==> src/rtl/mlow_job_scheduler.sv <==
// Shared MLow codec core scheduler: round-robin encode/decode grant, per-job config latch,
// start pulse, and supervision of completion, core error, abort and timeout.
module mlow_job_scheduler #(
  parameter int unsigned TIMEOUT_CYCLES = 4096,
  parameter int unsigned CNT_W          = 16
) (
  input  logic             clk_i,
  input  logic             reset_i,
  input  logic             enc_req_i,
  output logic             enc_ack_o,
  input  logic             dec_req_i,
  output logic             dec_ack_o,
  input  logic [3:0]       bitrate_sel_i,
  input  logic [1:0]       bandwidth_sel_i,
  output logic             core_start_o,
  output logic             core_mode_o,
  output logic [15:0]      core_bitrate_o,
  output logic [1:0]       core_bandwidth_o,
  input  logic             core_done_i,
  input  logic             core_error_i,
  input  logic             abort_i,
  input  logic             err_clr_i,
  output logic             busy_o,
  output logic             timeout_o,
  output logic             error_o,
  output logic [CNT_W-1:0] enc_count_o,
  output logic [CNT_W-1:0] dec_count_o
);

  localparam int unsigned      TMR_W    = $clog2(TIMEOUT_CYCLES);
  localparam logic [TMR_W-1:0] TMR_LAST = TMR_W'(TIMEOUT_CYCLES - 1);

  typedef enum logic [1:0] {
    IDLE  = 2'd0,
    ISSUE = 2'd1,
    RUN   = 2'd2
  } state_t;

  state_t           state;
  logic [TMR_W-1:0] timer;
  logic             last_enc;
  logic             grant_enc;

  function automatic logic [15:0] bitrate_map(input logic [3:0] sel);
    case (sel)
      4'd0:    return 16'd6000;
      4'd1:    return 16'd8000;
      4'd2:    return 16'd12000;
      4'd3:    return 16'd16000;
      4'd4:    return 16'd20000;
      4'd5:    return 16'd24000;
      4'd6:    return 16'd28000;
      default: return 16'd32000;
    endcase
  endfunction

  // Encode wins unless decode is also pending and encode was served last.
  assign grant_enc = enc_req_i & (~dec_req_i | ~last_enc);

  always_ff @(posedge clk_i) begin
    if (reset_i) begin
      state            <= IDLE;
      timer            <= '0;
      last_enc         <= 1'b0;
      enc_ack_o        <= 1'b0;
      dec_ack_o        <= 1'b0;
      core_start_o     <= 1'b0;
      core_mode_o      <= 1'b0;
      core_bitrate_o   <= 16'd16000;
      core_bandwidth_o <= 2'b01;
      busy_o           <= 1'b0;
      timeout_o        <= 1'b0;
      error_o          <= 1'b0;
      enc_count_o      <= '0;
      dec_count_o      <= '0;
    end else begin
      enc_ack_o    <= 1'b0;
      dec_ack_o    <= 1'b0;
      core_start_o <= 1'b0;
      timeout_o    <= 1'b0;
      // A fresh error below overrides this clear.
      if (err_clr_i) error_o <= 1'b0;

      case (state)
        IDLE: begin
          if (enc_req_i || dec_req_i) begin
            state            <= ISSUE;
            core_mode_o      <= grant_enc;
            core_bitrate_o   <= bitrate_map(bitrate_sel_i);
            core_bandwidth_o <= bandwidth_sel_i;
            core_start_o     <= 1'b1;
            enc_ack_o        <= grant_enc;
            dec_ack_o        <= ~grant_enc;
            busy_o           <= 1'b1;
          end
        end
        ISSUE: begin
          last_enc <= core_mode_o;
          timer    <= '0;
          if (abort_i) begin
            state  <= IDLE;
            busy_o <= 1'b0;
          end else begin
            state  <= RUN;
          end
        end
        RUN: begin
          if (abort_i) begin
            state  <= IDLE;
            busy_o <= 1'b0;
          end else if (core_done_i) begin
            state  <= IDLE;
            busy_o <= 1'b0;
            if (core_error_i)     error_o     <= 1'b1;
            else if (core_mode_o) enc_count_o <= enc_count_o + CNT_W'(1);
            else                  dec_count_o <= dec_count_o + CNT_W'(1);
          end else if (timer == TMR_LAST) begin
            state     <= IDLE;
            busy_o    <= 1'b0;
            timeout_o <= 1'b1;
            error_o   <= 1'b1;
          end else begin
            timer <= timer + TMR_W'(1);
          end
        end
        default: begin
          state  <= IDLE;
          busy_o <= 1'b0;
        end
      endcase
    end
  end

endmodule

==> config.mk <==
export PLATFORM = sky130hd
export DESIGN_NAME = mlow_job_scheduler
export DESIGN_NICKNAME = d
export VERILOG_FILES = /design/src/rtl/mlow_job_scheduler.sv
export SDC_FILE = /design/constraint.sdc
export NUM_CORES = 1
export LEC_CHECK = 0
export ABC_CLOCK_PERIOD_IN_PS = 4600
export CAP_MARGIN = 40
export CELL_PAD_IN_SITES_DETAIL_PLACEMENT = 1
export CELL_PAD_IN_SITES_GLOBAL_PLACEMENT = 2
export CORE_ASPECT_RATIO = 1.25
export CORE_MARGIN = 8
export CORE_UTILIZATION = 33
export CTS_BUF_LIST = sky130_fd_sc_hd__clkbuf_4
export CTS_CLUSTER_DIAMETER = 60
export CTS_CLUSTER_SIZE = 25
export DETAILED_ROUTE_END_ITERATION = 12
export PLACE_DENSITY_LB_ADDON = 0.1
export SYNTH_ARGS = -nofsm -noshare
export SYNTH_HDL_FRONTEND = slang
export SYNTH_SLANG_ARGS = --single-unit
==> constraint.sdc <==
create_clock -name clk_i -period 4.6 [get_ports clk_i]
set_input_delay 0.46 -clock clk_i [delete_from_list [all_inputs] [get_ports clk_i]]
set_output_delay 0.46 -clock clk_i [all_outputs]
set_load 0.03 [all_outputs]
Word level (Yosys, flattened, before mapping)
Index checks and enable logic that the tools add are counted.
Storage, ports and cells
  flip-flop bits (word level): 72
  bits of input ports: 14
  output and inout port bits: 57
  logic and storage cells: 81
Operators by class
  add/subtract/negate cells: 3
  equal/unequal tests: 15
  multiplexer cells: 25
  bitwise logic cells: 11
  reduce and logical (&&, ||, !) cells: 13
Operators by type and width (number)
  case mux 15 bit (7 select lines): 1
  two-way mux 12 bit: 3
  adder 16 x 1 -> 16 bit (second input constant): 2
  case mux 12 bit (2 select lines): 1
  two-way mux 1 bit: 13
  adder 12 x 1 -> 12 bit (second input constant): 1
  == test 12 bit (second input constant): 1
  == test 4 x 3 -> 1 bit (second input constant): 3
  two-way mux 2 bit: 5
  inequality test 2 bit (second input constant): 5
  AND reduction 5 bit: 2
  inverter 1 bit: 9
  == test 4 x 2 -> 1 bit (second input constant): 2
  case mux 2 bit (3 select lines): 1
  == test 4 x 1 -> 1 bit (second input constant): 1
  logical NOT 4 bit: 1
  inequality test 4 bit (second input constant): 1
  AND reduction 2 bit: 2
  AND reduction 4 bit: 1
  OR reduction 4 bit: 1
  case mux 1 bit (3 select lines): 1
  AND reduction 3 bit: 1
  OR reduction 3 bit: 1
  == test 2 x 1 -> 1 bit (second input constant): 1
  7 further kinds: 7

Logic depth before layout (Yosys ltp)
Gate-level depths: netlist of the first run.
  depth in word-level cells: 5
  gate-level depth with buffers: 7
  depth with buffers taken out: 6

Worst setup path before layout of the first run
OpenSTA, ideal clock, no wires.
  path type: register to register
  start point: register core_mode_o
  end point: register enc_count_o[14]
  setup time: 0.123 ns
  data arrival time: 1.743 ns
  data required time: 4.477 ns
  path slack: 2.734 ns
  cell stages (with the launch flop): 7
  path buffers: 1
  period minus slack after synthesis: 1.866 ns
  cell sequence: dfxtp_1 > inv_1 > or3_1 > buf_2 > nor2_4 > nand3_1 > mux2_1
On the way
  word-level cells in the longest chain between the ends: 1
Ends and longest elaborated chain
  start, declared: line 16  | output logic core_mode_o,
  start signal, assigned: line 88  | core_mode_o <= grant_enc;
  AND reduction 5 bit (no source line)
  end signal, assigned: line 115  | else if (core_mode_o) enc_count_o <= enc_count_o + CNT_W'(1);
  end, declared: line 26  | output logic [CNT_W-1:0] enc_count_o,
Every way passes these cells.
A chain may end at the register's enable or synchronous reset.

Final worst setup path of the first run
  start point: input port abort_i
  end point: register enc_count_o[14]
On the way
  word-level cells in the longest chain between the ends: 2
Ends and longest elaborated chain
  start, declared: line 21  | input logic abort_i,
  inverter 1 bit (no source line)
  AND reduction 5 bit (no source line)
Every way passes these cells.

==> key figures, run 1 <==
Run status
  – Status: complete, no violations

Finish
  – Register area: 0.001321 mm²
  – # fillers: 1098
  – Area occupied by multi-input gates: 0.001551 mm²
  – Final std cell area, no fill: 0.003797 mm²
  – Share of cells above drive strength 1: 6.188%
  – Fin util: 42.29%
  – Fin nets: 418
  – Finished Layout Cells: 527
  – Ant diodes: 0
  – Area grow syn2layout: 27.15%

Timing
  – Max Slew Vio Count: 0
  – Max Fclk: 482.1 MHz
  – Fin. Hold Viols: 0
  – RSZ-0062 raised after global routing: false
  – Fin Setup TNS: 0 ns
  – Relative slew slack: 52.96%
  – Hold_ws: 0.4596 ns
  – Fin crit period: 2.074 ns
  – # setup viols final: 0
  – Clk_skew: 0.003890 ns
  – Slew @ Worst Pin: 0.6997 ns
  – Final period utilization: 45.09%
  – Fin worst setup slack: 2.526 ns

Drt
  – Antenna Violating Nets Remaining: 0
  – Drt via density: 4.738
  – DRT iter0 DRCs: 86
  – Drt drc: 0
  – Drt total wl: 7.604 mm
  – DR vias: 2497
  – Pre-Repair DR Iteration Count: 4
  – Wire per inst: 14.43 µm

Logic synthesis
  – Area contributors post-synth: dfxtp_1, nor2_1, xor2_1
  – Area fraction of the dominant cell type after synthesis: 44.24%
  – EDFF count, synth: 0
  – Top cell type by total area after synthesis: dfxtp_1
  – Avg Synthesized Cell Area: 8.758 µm²
  – Commonest cells in the netlist: dfxtp_1, nor2_1, nand2_1, xor2_1, nand3_1
  – Flops & latches, synth: 66
  – Synth async-reset ratio: 0%
  – Count leader, synth: dfxtp_1
  – Yosys cell types: 44
  – YS warnings: 0
  – Cells after Synth: 341
  – Post-synthesis sequential area ratio: 44.24%
  – Synthesized cell area: 0.002987 mm²
  – Ys flop type: dfxtp_1

Floorplanning
  – Core Rows: 39
  – DIE AREA: 0.01237 mm²
  – Die Height: 122.4 µm
  – # IOs: 71
  – Core Region: 0.008979 mm²
  – Die width: 101.1 µm
  – Initial Util: 33.26%

Global routing
  – Largest net degree at the start of global routing: 57
  – First-pass GRT wire length: 12.65 mm
  – Initial antenna violation count: 0
  – Vias in the first global route: 2620
  – Grt ovf: 0
  – GRT Total Usage: 12.93%

Hold path
  – Worst Hold Class: reg2reg
  – Hold path cells: 2
  – Min-delay src: core_bitrate_o[6]
  – Hold EP: core_bitrate_o[6]

CTS
  – Clock-pin slew on the worst setup and hold paths: 0.10 ns
  – Setup Fix Bufs, Post-CTS: 0
  – Hold buffers post-CTS: 0
  – TritonCTS clock tree: built
  – H-tree Lvls: 3
  – Total CTS buffers: 9
  – # resized after CTS: 0
  – Worst skew pair latency: 0.40 ns
  – CTS Root Cell: clkbuf_4
  – Clock sink count: 66
  – Clk buf depth: 2

Pwr
  – Part of the power in combinational logic: 11.6%
  – Clock power frac: 31.1%
  – Worst vdd ir: 0.1155 mV
  – Power density cells: 273.0 mW/mm²
  – Register share of total power: 57.2%
  – Switch share: 27.02%
  – Pint: 0.7566 mW
  – Tot Pwr: 1.037 mW
  – P_leak: 1.283 nW
  – Net Sw Power: 0.2801 mW

Critical path
  – CP required: 4.90 ns
  – Slowest stage cell, crit path: clkdlybuf4s50_1
  – Worst-path cell chain: clkdlybuf4s50_1 > nand4bb_4 > or3_1 > nor2_4 > nand3_1 > mux2_1
  – Reg-to-reg endpoint: error_o
  – CP max FO: 9
  – Critical Path End Type: flop
  – Reg-to-reg slack, setup: 2.75 ns
  – Worst path arrival time: 2.38 ns
  – R2r startpoint: timer[0]
  – Worst reg2reg path depth: 6
  – Slowest stage delay, CP: 0.52 ns
  – Critical setup path kind: in2reg
  – CP startpoint kind: input pin

Placed design
  – Dpl cells: 513
  – Placed Instance Area: 0.003696 mm²
  – Dpl ws: 2.076 ns
  – Port bufs: 64
  – Routability cong.: 0.7377
  – Hpwl dp: 5.578 mm

Job
  – MaxCap Viol Count: 0
==> registers in the layout, indices dropped and copies added, names as in the netlist <==
name,flops
core_start_o,1
core_bitrate_o,10
dec_ack_o,1
core_mode_o,1
error_o,1
busy_o,1
timer,12
timeout_o,1
enc_ack_o,1
enc_count_o,16
last_enc,1
state,2
core_bandwidth_o,2
dec_count_o,16
==> logic make-up after synthesis <==
family / after synthesis / share of synthesized area [%]
adders and majority gates: 3 / 1.257
buffers and inverters: 26 / 4.315
muxes: 3 / 1.089
xor gates and xnor gates: 38 / 11.14
DFF: 66 / 44.24
AOI/OAI and AO/OA: 36 / 8.965
and+or+nand+nor: 167 / 28.74
other: 2 / 0.2515
==> per-layer routing <==
| metal | wire [µm] | vias up | part of all wire (%) | GRT usage, % |
|---|---|---|---|---|
| met5 | 0 | - | 0 | 0 |
| met4 | 161 | 0 | 2.1 | 7.283 |
| met3 | 382 | 11 | 5.0 | 3.178 |
| met2 | 3762 | 43 | 49 | 21.76 |
| met1 | 3297 | 1169 | 43 | 14.62 |
| li1 | - | 1274 | - | - |
==> placed cells by master, fill, tap and decap left out, types with 2 or more instances in the layout <==
cell / netlist / layout
buf_4: 6 / 2
dfxtp_1: 66 / 66
o21ai_0: 6 / 6
xor2_1: 20 / 20
a21oi_1: 16 / 16
xnor2_1: 18 / 18
clkbuf_4: 0 / 13
nand2b_1: 4 / 4
nor4_2: 2 / 2
inv_1: 5 / 5
or3_1: 3 / 3
nand2_1: 32 / 32
nor3b_1: 2 / 2
nand4_1: 11 / 11
and3_1: 6 / 6
a2111oi_4: 2 / 2
o31ai_1: 2 / 2
nor2b_1: 3 / 3
o21bai_1: 2 / 2
clkdlybuf4s50_1: 0 / 63
a211oi_1: 3 / 3
nor3_1: 15 / 15
nor2_1: 55 / 55
ha_1: 3 / 3
conb_1: 2 / 6
nor4_1: 3 / 3
nand3_1: 19 / 19
and2_1: 2 / 2
and4_1: 5 / 5
==> cell type report <==
type	count	area share, %
inverter	5	0.4942
clock inverter	1	0.09885
multi-input combinational	253	40.86
clock buffer	13	2.570
tap	123	4.053
timing repair buffer	66	17.13
sequential	66	34.79
==> power by group through the flow <==
stage / Clock, mW / Sequential, mW / Combinational (mW)
after floorplan: 0 / 0.626 / 0.0556
after global placement: 0 / 0.607 / 0.119
after detailed placement: 0 / 0.607 / 0.122
after CTS: 0.345 / 0.594 / 0.123
after global routing: 0.365 / 0.595 / 0.131
final: 0.323 / 0.593 / 0.120
==> worst max-delay path by stage <==
stage,cells past startpoint,slack (ns),startpoint,to
after global placement,6,2.13,core_done_i,enc_count_o[14]
after detailed placement,6,2.08,abort_i,enc_count_o[14]
final,6,2.53,abort_i,enc_count_o[14]
after global routing,6,2.40,abort_i,dec_count_o[9]
after CTS,1,2.46,core_mode_o,core_mode_o
after floorplan,6,2.73,core_mode_o,enc_count_o[14]
==> worst max-delay path: cells and delay by family <==
family,cells,cell delay [ns]
muxes,1,0.31
buffers and inverters,1,0.52
and+or+nand+nor,4,1.08
(Power assumes the default switching activity.)
==> inputs of run 2 (changes only) <==
- ABC_CLOCK_PERIOD_IN_PS: 4600 -> 1650
- CORE_UTILIZATION: 33 -> 27
- clock period: 4.6 -> 1.65 ns (I/O delays scaled with it)
==> run 2 against run 1 <==
Compared with the run above: register-to-register slack got worse by 2.7 ns; combinational power increased to 3.1 times the previous value; setup slack got worse by 2.5 ns; clock skew increased by 0.015 ns; power increased to 3.2 times the previous value; count of clock-buffer cells in the layout decreased by 2; critical path depth increased by 2; sequential cell count unchanged; critical endpoint is now timer[11]; highest routed layer unchanged.
==> key figures, run 2 (synthesized netlist as in run 1, its figures left out) <==
Drt
  – DRT iter0 DRCs: 37
  – DR vias: 2767
  – Drt via density: 4.674
  – Pre-Repair DR Iteration Count: 3
  – Wire per inst: 14.66 µm
  – Antenna Violating Nets Remaining: 0
  – Drt drc: 0
  – Drt total wl: 8.678 mm

CTS
  – H-tree Lvls: 3
  – Clk buf depth: 2
  – Worst skew pair latency: 0.42 ns
  – Clock sink count: 66
  – Total CTS buffers: 9
  – CTS Root Cell: clkbuf_4
  – TritonCTS clock tree: built
  – Clock-pin slew on the worst setup and hold paths: 0.12 ns

Global routing
  – First-pass GRT wire length: 14.23 mm
  – GRT Total Usage: 12.17%
  – Vias in the first global route: 2977
  – Largest net degree at the start of global routing: 46
  – Grt ovf: 0
  – Initial antenna violation count: 1

Job
  – MaxCap Viol Count: 0

Finish
  – Top flop regs: dec_count_o x16, enc_count_o x16, timer x12
  – Fin nets: 468
  – Share of cells above drive strength 1: 22.59%
  – Most frequent cells in the layout: dfxtp_1, nor2_1, buf_4
  – Area grow syn2layout: 45.16%
  – Commonest non-fill, non-tap cell in the layout: dfxtp_1

Pwr
  – Switch share: 26.50%
  – Register share of total power: 50.2%
  – Worst vdd ir: 0.3892 mV
  – Power density cells: 758.2 mW/mm²
  – Clock power frac: 38.4%
  – Tot Pwr: 3.287 mW
  – Net Sw Power: 0.8710 mW
  – P_leak: 1.852 nW
  – Part of the power in combinational logic: 11.4%
  – Pint: 2.416 mW

Placed design
  – Dpl ws: -0.4110 ns
  – Hpwl dp: 6.383 mm
  – Port bufs: 64
  – Routability cong.: 0.7764

Critical path
  – Slowest stage cell, crit path: clkdlybuf4s50_1
  – Slowest stage delay, CP: 0.46 ns
  – Critical Path End Type: flop
  – Critical setup path kind: in2reg
  – CP startpoint kind: input pin
  – CP top delay family: buffers and inverters
  – CP required: 1.96 ns
  – CP max FO: 4
  – Worst-path cell chain: clkdlybuf4s50_1 > buf_4 > nor4b_4 > o31ai_4 > buf_6 > a2111oi_4 > xnor2_1 > nor2_1
  – Crit path buf inv count: 3
  – Worst path arrival time: 1.95 ns

Timing
  – Clk_skew: 0.01927 ns
  – Max Slew Vio Count: 0
  – # setup viols final: 0
  – RSZ-0062 raised after global routing: true
  – Final period utilization: 99.04%
  – Fin worst setup slack: 0.01588 ns
  – Fin crit period: 1.634 ns
  – Max Fclk: 612.0 MHz
  – Fin. Hold Viols: 0

Floorplanning
  – # IOs: 71
  – Die width: 110.1 µm
  – Initial Util: 27.35%
  – Die Height: 133.6 µm
  – DIE AREA: 0.01470 mm²
  – Core Region: 0.01092 mm²
  – Core Rows: 43

Run status
  – Status: complete, no violations

Hold path
  – Worst Hold Class: in2reg
run 2: cell types whose count changed in the layout (fill, tap and decap cells not counted), sizes merged, moves of 6 or more:
cell,change
dlygate4sd2,+42
clkdlybuf4s50,-48
dlymetal6s2s,+6
buf,+50
run 2: metrics by stage:
| step | hold WS [ns] | util, % | setup TNS (ns) | cells | cell area (µm²) |
|---|---|---|---|---|---|
| CTS | 0.07558 | 38.86 | 0 | 589 | 4244 |
| detailed placement | 0.4453 | 37.37 | -12.10 | 571 | 4081 |
| global placement | 0.4472 | 37.37 | -10.42 | 571 | 4081 |
| floorplan | 0.2360 | - | -0.0001954 | 345 | 3014 |
| finish | 0.1022 | 39.70 | 0 | 592 | 4335 |
| global route | 0.09689 | 39.70 | -0.6639 | 592 | 4335 |
run 2: cell type report:
type	instances	area, µm²
diodes	1	2.502
multi-input cells	253	1633
clock buffers	11	82.58
well taps	135	168.9
flip-flops and latches	66	1339
clock inverters	5	78.83
repair buffers	116	1012
inverters	5	18.77
fillers	1308	6586
run 2: worst reg2reg max path, stage by stage, from the launching register on:
cell       delay [ns]
dfxtp_4          0.38
buf_6            0.09
nor4b_4          0.26
o31ai_4          0.13
buf_6            0.15
a2111oi_4        0.31
xnor2_1          0.16
nor2_1           0.05
run 2: final timing paths:
| kind | from | to | slack, ns | depth (start not counted) |
|---|---|---|---|---|
| min | reset_i | enc_count_o[8] | 0.10 | 2 |
| max reg2reg | state[1] | timer[11] | 0.02 | 7 |
| min reg2reg | core_bitrate_o[6] | core_bitrate_o[6] | 0.45 | 2 |
| max | core_done_i | timer[11] | 0.02 | 8 |
run 2: per-layer routing:
| metal | track usage (%) | wire length, µm | up-vias |
|---|---|---|---|
| met5 | 0 | 0 | - |
| met2 | 20.96 | 4468 | 40 |
| met1 | 13.82 | 3680 | 1344 |
| met4 | 5.869 | 161 | 0 |
| li1 | - | - | 1371 |
| met3 | 2.320 | 367 | 12 |
run 2: power by group through the flow:
| stage | Clock [mW] | Sequential (mW) | Combinational [mW] |
|---|---|---|---|
| floorplan | 0 | 1.74 | 0.155 |
| global placement | 0 | 1.69 | 0.381 |
| detailed placement | 0 | 1.69 | 0.383 |
| CTS | 1.33 | 1.65 | 0.374 |
| global route | 1.39 | 1.66 | 0.405 |
| finish | 1.26 | 1.65 | 0.375 |
run 2: repair_timing:
| item | 4_1_cts | 5_1_grt |
|---|---|---|
| setup buffers | 2 | 2 |
| pin swaps | 5 | 7 |
| hold buffers | 0 | 0 |
| resized for setup | 53 | 21 |
| endpoints found under the setup margin | 56 | 23 |
==> inputs of run 3 (changes only) <==
- CORE_MARGIN: 8 -> 3
==> run 3 against run 2 <==
Compared with the run above: the flow now finishes with violations (negative setup slack); global-route usage is 1.7 points higher; sequential power hardly changed; largest power group unchanged; highest routed layer unchanged; first-iteration DRC count is 32% higher; final area is 0.64% lower; critical path type is now reg2reg; combinational power is 2% higher; clock power is 13% lower; power is 5.1% lower; wire length is 6.0% lower; via count is 1.2% lower; sequential share of layout area is 0.20 points higher.
==> key figures, run 3 (synthesized netlist as in run 1, its figures left out) <==
Global routing
  – Grt ovf: 0
  – First-pass GRT wire length: 13.50 mm
  – GRT Total Usage: 13.84%
  – Vias in the first global route: 2820
  – Initial antenna violation count: 0
  – Largest net degree at the start of global routing: 33

Critical path
  – Worst reg2reg path depth: 6
  – Crit path buf inv count: 1
  – Worst-path cell chain: buf_4 > nand4bb_4 > or3_4 > nor2_4 > nand3_1 > mux2_4
  – Slowest stage delay, CP: 0.43 ns
  – CP top delay family: simple AND/OR/NAND/NOR gates
  – CP startpoint kind: flop
  – CP max FO: 9
  – Reg-to-reg slack, setup: -0.02 ns
  – CP required: 1.96 ns
  – Slowest stage cell, crit path: or3_4
  – Critical setup path kind: reg2reg
  – Worst path arrival time: 1.98 ns
  – Critical Path End Type: flop
  – R2r startpoint: state[1]
  – Reg-to-reg endpoint: enc_count_o[14]

Hold path
  – Hold path cells: 2
  – Worst Hold Class: in2reg
  – Hold EP: dec_count_o[1]
  – Min-delay src: reset_i

Pwr
  – Worst vdd ir: 0.2894 mV
  – P_leak: 1.863 nW
  – Tot Pwr: 3.119 mW
  – Power density cells: 724.0 mW/mm²

Finish
  – Area occupied by multi-input gates: 0.001594 mm²
  – Area grow syn2layout: 44.24%
  – # fillers: 1291
  – Most frequent cells in the layout: dfxtp_1, nor2_1, buf_4
  – Fin util: 40.18%
  – Fin nets: 472
  – Ant diodes: 0
  – Register area: 0.001339 mm²
  – Commonest non-fill, non-tap cell in the layout: dfxtp_1
  – Top flop regs: dec_count_o x16, enc_count_o x16, timer x12
  – Share of cells above drive strength 1: 21.30%

Floorplanning
  – Die Height: 123.6 µm
  – DIE AREA: 0.01237 mm²
  – Die width: 100.1 µm
  – # IOs: 71
  – Core Region: 0.01072 mm²
  – Core Rows: 42
  – Initial Util: 27.86%

Timing
  – Fin Setup TNS: -0.03529 ns
  – Max Slew Vio Count: 0
  – Max Fclk: 600.1 MHz
  – Fin. Hold Viols: 0
  – RSZ-0062 raised after global routing: true
  – Fin worst setup slack: -0.01647 ns
  – Fin crit period: 1.666 ns
  – Clk_skew: 0.01227 ns
  – # setup viols final: 3
  – Final period utilization: 101.0%

Placed design
  – Hpwl dp: 6.052 mm
  – Routability cong.: 0.7471
  – Port bufs: 64
  – Dpl ws: -0.4323 ns

CTS
  – Clock sink count: 66
  – H-tree Lvls: 3
  – Total CTS buffers: 9
  – CTS Root Cell: clkbuf_4
  – Clock-pin slew on the worst setup and hold paths: 0.11 ns
  – TritonCTS clock tree: built
  – Clk buf depth: 2
  – Worst skew pair latency: 0.42 ns

Job
  – MaxCap Viol Count: 0

Run status
  – Status: finished, violations left
  – Violated checks: negative setup slack

Drt
  – DR vias: 2734
  – DRT iter0 DRCs: 49
  – Drt via density: 4.618
  – Drt total wl: 8.161 mm
  – Drt drc: 0
  – Pre-Repair DR Iteration Count: 4
  – Antenna Violating Nets Remaining: 0
  – Wire per inst: 13.79 µm
run 3: changes by cell type in the layout (fill, tap and decap cells not counted), moves of 2 or more:
cell            before  now
buf_4               48   52
a21oi_1             14   16
a21oi_2              2    0
dlymetal6s2s_1       6    8
run 3: layout make-up:
class	count	share of cell area [%]
clock buffer	12	2.091
sequential	66	31.08
tap	132	3.834
multi-input combinational	253	37.00
timing repair buffer	120	24.54
inverter	5	0.4357
clock inverter	4	1.017
run 3: what timing repair did:
item,4_1_cts,5_1_grt
gates resized for setup,45,18
setup endpoints to repair,55,26
setup buffers,2,7
pin swaps,2,10
hold buffers,0,0
run 3: per-layer routing:
metal | global-route usage, % | up-vias | share of wire, %
li1 | - | 1380 | -
met1 | 16.16 | 1292 | 43
met2 | 24.25 | 50 | 51
met3 | 3.473 | 12 | 4.7
met4 | 5.560 | 0 | 1.8
met5 | 0 | - | 0
run 3: where the power goes:
part	total [mW]	switching (mW)	internal, mW
Combinational	0.384	0.229	0.155
Clock	1.09	0.583	0.505
Sequential	1.65	0.0199	1.63
Total	3.12	0.832	2.29
run 3: worst max-delay path by stage:
stage                     cells after the start           startpoint             endpoint
after floorplan                               6          core_mode_o      enc_count_o[14]
after global placement                        6          core_done_i      enc_count_o[14]
after detailed placement                      6          core_done_i      enc_count_o[14]
after CTS                                     1  core_bandwidth_o[1]  core_bandwidth_o[1]
after global routing                          9             state[1]       dec_count_o[7]
final                                         6             state[1]      enc_count_o[14]
run 3: per-stage QoR:
| step | cell area, µm² | hold WS (ns) | instances |
|---|---|---|---|
| 4_1_cts | 4192 | 0.1075 | 585 |
| 5_1_grt | 4308 | 0.1407 | 592 |
| 3_3_place_gp | 4078 | 0.4442 | 568 |
| 2_1_floorplan | 3014 | 0.2360 | 345 |
| 3_5_place_dp | 4078 | 0.4546 | 568 |
| 6_report | 4308 | 0.1433 | 592 |
